`config.mk`:
```
export PLATFORM = sky130hd
export DESIGN_NAME = fw_sequencer
export DESIGN_NICKNAME = d
export VERILOG_FILES = /design/src/rtl/fw_seq_pkg.sv /design/src/rtl/fw_sequencer.sv
export SDC_FILE = /design/constraint.sdc
export NUM_CORES = 1
export LEC_CHECK = 0
export ABC_AREA = 0
export BUFFER_PORTS_ARGS = -buffer_cell sky130_fd_sc_hd__buf_2
export CORE_AREA = 10 10 47 49
export CTS_CLUSTER_DIAMETER = 200
export DETAILED_ROUTE_END_ITERATION = 7
export DIE_AREA = 0 0 57 59
export MAX_ROUTING_LAYER = met4
export PLACE_DENSITY = 0.68
export SLEW_MARGIN = 25
export SYNTH_ARGS = -nofsm -noshare
export SYNTH_HDL_FRONTEND = slang
export SYNTH_SLANG_ARGS = --single-unit
```
`constraint.sdc`:
```
create_clock -name clk -period 1.7 [get_ports clk]
set_input_delay 0.17 -clock clk [delete_from_list [all_inputs] [get_ports clk]]
set_output_delay 0.17 -clock clk [all_outputs]
set_load 0.05 [all_outputs]
```
`src/rtl/fw_seq_pkg.sv`:
```
// fw_seq_pkg -- shared types and constants for the forward-pipeline sequencer.
//   state_e      : 2-bit FSM state encoding
//   DIGIT_W_DEF  : default width of the predicted digit
//   CNT_W        : width of the pipeline-latency down-counter
package fw_seq_pkg;

  localparam int DIGIT_W_DEF = 4;
  localparam int CNT_W       = 4;

  typedef enum logic [1:0] {
    ST_IDLE    = 2'd0,
    ST_RUN     = 2'd1,
    ST_CAPTURE = 2'd2,
    ST_RESULT  = 2'd3
  } state_e;

endpackage

```
`src/rtl/fw_sequencer.sv`:
```
// fw_sequencer -- runs one inference through a PIPE_STAGES-deep forward
// pipeline: accepts a request, enables the pipeline for exactly PIPE_STAGES
// cycles, captures the predicted digit and holds it until the consumer takes it.
//
// Optional feature: define FW_SEQ_PERF_CNT_EN to add the 16-bit infer_count
// output (completed result handshakes, wrapping, aborts not counted).
//
// Ports:
//   clk        in   clock, rising edge
//   reset      in   asynchronous reset, active low
//   req_valid  in   inference request (pixel frame stable)
//   req_ready  out  sequencer idle, request can be accepted
//   abort      in   synchronous cancel; wins over everything else
//   fw_en      out  enable for every forward-pipeline register
//   fw_digit   in   predicted digit from the pipeline output register
//   res_valid  out  result held
//   res_ready  in   consumer accepts result
//   res_digit  out  captured digit, kept after handoff
//   busy       out  any state other than IDLE
//   infer_count out (FW_SEQ_PERF_CNT_EN only) completed handshakes
//
// state      | meaning
// -----------+--------------------------------------------------------
// ST_IDLE    | waiting for a request, pipeline frozen
// ST_RUN     | pipeline enabled, counting down the pipeline latency
// ST_CAPTURE | pipeline frozen, result register loads fw_digit on exit
// ST_RESULT  | result offered to the consumer until res_ready or abort
module fw_sequencer
  import fw_seq_pkg::*;
#(
  parameter int PIPE_STAGES = 4,
  parameter int DIGIT_W     = DIGIT_W_DEF
) (
  input  logic               clk,
  input  logic               reset,
  input  logic               req_valid,
  output logic               req_ready,
  input  logic               abort,
  output logic               fw_en,
  input  logic [DIGIT_W-1:0] fw_digit,
  output logic               res_valid,
  input  logic               res_ready,
  output logic [DIGIT_W-1:0] res_digit,
`ifdef FW_SEQ_PERF_CNT_EN
  output logic [15:0]        infer_count,
`endif
  output logic               busy
);

  // Counter holds the remaining RUN cycles minus one, so RUN lasts PIPE_STAGES cycles.
  localparam logic [CNT_W-1:0] CNT_LOAD = CNT_W'(PIPE_STAGES - 1);

  state_e             state_q, state_d;
  logic [CNT_W-1:0]   cnt_q, cnt_d;
  logic [DIGIT_W-1:0] res_digit_q, res_digit_d;
  logic               accept;
  logic               handoff;

  assign accept  = (state_q == ST_IDLE)   && req_valid && !abort;
  assign handoff = (state_q == ST_RESULT) && res_ready && !abort;

  // State register
  always_ff @(posedge clk or negedge reset) begin
    if (!reset) begin
      state_q <= ST_IDLE;
    end else begin
      state_q <= state_d;
    end
  end

  // Next-state logic
  always_comb begin
    state_d = state_q;
    case (state_q)
      ST_IDLE: begin
        if (accept) state_d = ST_RUN;
      end
      ST_RUN: begin
        if (abort)              state_d = ST_IDLE;
        else if (cnt_q == '0)   state_d = ST_CAPTURE;
      end
      ST_CAPTURE: begin
        state_d = abort ? ST_IDLE : ST_RESULT;
      end
      ST_RESULT: begin
        if (abort || res_ready) state_d = ST_IDLE;
      end
      default: state_d = ST_IDLE;
    endcase
  end

  // Outputs are pure functions of the state
  always_comb begin
    req_ready = 1'b0;
    fw_en     = 1'b0;
    res_valid = 1'b0;
    busy      = 1'b1;
    case (state_q)
      ST_IDLE: begin
        req_ready = 1'b1;
        busy      = 1'b0;
      end
      ST_RUN:    fw_en     = 1'b1;
      ST_RESULT: res_valid = 1'b1;
      default: ;
    endcase
  end

  // Latency counter and result register
  always_comb begin
    cnt_d       = cnt_q;
    res_digit_d = res_digit_q;
    if (accept) begin
      cnt_d = CNT_LOAD;
    end else if ((state_q == ST_RUN) && (cnt_q != '0)) begin
      cnt_d = cnt_q - 1'b1;
    end
    // An abort in CAPTURE leaves the previous result untouched.
    if ((state_q == ST_CAPTURE) && !abort) begin
      res_digit_d = fw_digit;
    end
  end

  always_ff @(posedge clk or negedge reset) begin
    if (!reset) begin
      cnt_q       <= '0;
      res_digit_q <= '0;
    end else begin
      cnt_q       <= cnt_d;
      res_digit_q <= res_digit_d;
    end
  end

  assign res_digit = res_digit_q;

`ifdef FW_SEQ_PERF_CNT_EN
  logic [15:0] infer_cnt_q;

  always_ff @(posedge clk or negedge reset) begin
    if (!reset) begin
      infer_cnt_q <= '0;
    end else if (handoff) begin
      infer_cnt_q <= infer_cnt_q + 16'd1;
    end
  end

  assign infer_count = infer_cnt_q;
`else
  logic unused_handoff;
  assign unused_handoff = handoff;
`endif

endmodule

```
==> run metrics <==
Sink Count 10; Comb power frac 0.459; RSZ-0062 raised after global routing false; CTS Buffer Depth 2; die area 3360 um^2; Fmax 0.632 GHz; Post-Route WL 1110 um; Mapped Area 566 um^2; CP Launch Type register; GRT Util Overall 0.0725; pin slew with the least headroom to its limit 0.360 ns; Filler cells 138; endpoints failing setup 0; Min-Delay Startpoint fw_digit[3]; leakage power 0.354 nW; Area Growth Syn to Fin 23.2%; setup TNS 0 ns; Post-Synth Adder-Cell Area 0.0221; clock skew 0.00316 ns; synthesis-stage register bit count 10; placer congestion estimate 0.819; main combinational cell family by area after synthesis simple AND/OR/NAND/NOR gates; Reg clk slew, reported paths 0.07 ns; period utilization 0.931; clock power share 0.192; xor and xnor fraction of the mapped netlist area 0; number of global-route vias before repair 416; Starting Density 0.404; min-delay worst type in -> reg; Final Hold Vio Count 0; Pwr Density 1620 nW/um^2; Synth cell types 24; Setup Buffers After CTS 0; hpwl dp 895 um; number of buffers inserted by port buffering 16; layout cell share with drive strength beyond 1 0.457; critical path peak fanout 11; Compound-Gate Fraction of Synth Area 0.102; largest net degree at the start of global routing 12; CTS H-tree lvls 1; M1 wire length 491 um; VDD IR max 0.000795 V; Crit path largest cell delay 0.51 ns; Crit path max-delay family flip-flops; PostCTS Resize Cnt 0; final worst slack 0.117 ns; # DRC 0; Seq pwr share 0.350; Mapped Cells 50; Sw Pwr 0.487 mW; clock latency on the worst-skew pair 0.27 ns; Die Wd 57 um; switching share of total power 0.432; status finished, final reports clean; antenna cells 0; maxcap violations 0; Syn Area/Cell 11.3 um^2; initial antenna violation count 0; Die Height 59 um; Highest Signal Layer met4; Inserted Clock Buffers 3; met2 wire length 516 um; final net count 81; Seq/Total Area, Yosys 0.442; Max-slew headroom 0.760; most frequent cells in the layout buf_2 (16), dfrtp_1 (10), inv_1 (5), nor3_1 (5), mux2_2 (5); Syn Nets 60; Site Rows 14; Pre-antenna DRT Iters 2; total grt overflow 0; Synth Area in Simple Gates 0.257; Buf/Inv on CP 2; Worst Setup SP state_q[1]$_DFFE_PN0P_; CP Class reg -> out; Root Driver clkbuf_4; 1st-iter DRT viols 3; CTS tree built; I/O pins 17; Tmin final 1.58 ns; Setup Slack @ Placement 0.240 ns; cells along the critical path nand2b_1 > inv_1 > buf_2; CP required 1.53 ns; total core area 1400 um^2; Synth Warn # 0; critical path capture point type output pin; CP max stage cell dfrtp_1; first-pass GRT wire length 1840 um; mux share of post-synthesis cell area 0.0996; worst reg2reg startpoint cnt_q[0]$_DFFE_PN0P_; commonest non-fill, non-tap cell in the layout buf_2; Final Max Tran Viols 0; via count 418; DRT antenna net count 0; internal power 0.639 mW; WP data arrival 1.41 ns; DR WL/cell 12.9 um; Met3 Routed Length 85 um; Via density 4.86
-- through the flow --
stage	total power, mW	util	area [um^2]	instances	hold WS [ns]
6_report	1.13	0.497	697	86	0.129
5_1_grt	1.21	0.497	697	86	0.123
4_1_cts	1.14	0.497	697	86	0.125
3_5_place_dp	0.919	0.464	651	81	0.0459
3_3_place_gp	0.907	0.464	651	81	0.0409
2_1_floorplan	0.807	-	568	50	-0.126
-- sequential cells by signal, summed over array words and instances, names as in the netlist --
signal     count
cnt_q          4
res_digit      4
state_q        2
-- Yosys cell counts, drive strengths merged --
| cell type | number | share of area |
|---|---|---|
| dfrtp | 10 | 0.44 |
| inv | 5 | 0.033 |
| mux2 | 5 | 0.10 |
| nor3 | 5 | 0.044 |
| nand2b | 3 | 0.033 |
| nor2 | 3 | 0.020 |
| a21oi | 2 | 0.018 |
| nor3b | 2 | 0.055 |
| nor4b | 2 | 0.058 |
| a211o | 1 | 0.015 |
| a22o | 1 | 0.018 |
| a22oi | 1 | 0.013 |
| a311oi | 1 | 0.015 |
| and2 | 1 | 0.013 |
| buf | 1 | 0.020 |
| clkbuf | 1 | 0.024 |
| ha | 1 | 0.022 |
| nand2 | 1 | 0.0066 |
| nand4b | 1 | 0.015 |
| nor2b | 1 | 0.011 |
| o21ai | 1 | 0.0088 |
| o21bai | 1 | 0.013 |
-- final timing paths --
check / slack [ns] / to / cells after the start
min in group asynchronous: 0.29 / state_q[1]$_DFFE_PN0P_ / 2
worst max register to register: 0.24 / cnt_q[1]$_DFFE_PN0P_ / 5
worst max-delay path: 0.12 / fw_en / 3
max in group asynchronous: 1.22 / cnt_q[1]$_DFFE_PN0P_ / 2
worst min register to register: 0.51 / res_digit[3]$_DFFE_PN0P_ / 1
worst min-delay path: 0.13 / res_digit[3]$_DFFE_PN0P_ / 2
-- cell families (layout without fill, tap and decap cells) --
family,after synthesis,in the layout
multiplexers,5,5
AND/OR/NAND/NOR,19,19
AO/OA/AOI/OAI,8,8
adder cells (fa/ha/maj),1,1
flip-flops,10,10
buffers and inverters,7,27
-- power groups by stage --
| stage | clock network (mW) | registers [mW] | logic, mW |
|---|---|---|---|
| after floorplan | 0 | 0.521 | 0.285 |
| after global placement | 0 | 0.396 | 0.512 |
| after global routing | 0.238 | 0.409 | 0.566 |
| final | 0.216 | 0.393 | 0.516 |
| after CTS | 0.222 | 0.393 | 0.524 |
| after detailed placement | 0 | 0.397 | 0.521 |
-- timing repair --
action,in CTS,in global routing
hold endpoints to repair,10,0
endpoints found under the setup margin,0,0
hold buffers,1,0
-- final cells by class --
type                            instances  area [um^2]  share of cell area
Tap cell                               16         20.0              0.0287
Clock buffer                            4         36.3              0.0521
Timing Repair Buffer                   18         97.6               0.140
Inverter                                5         18.8              0.0269
Sequential cell                        10          250               0.359
Multi-Input combinational cell         33          274               0.393
-- layer usage --
layer  vias to the layer above  GRT usage
met4                         0     0.0403
met2                        10      0.101
met3                         2     0.0386
li1                        217          -
met1                       189     0.0810
met5                         -          -
Power figures use the tool's default switching activity.
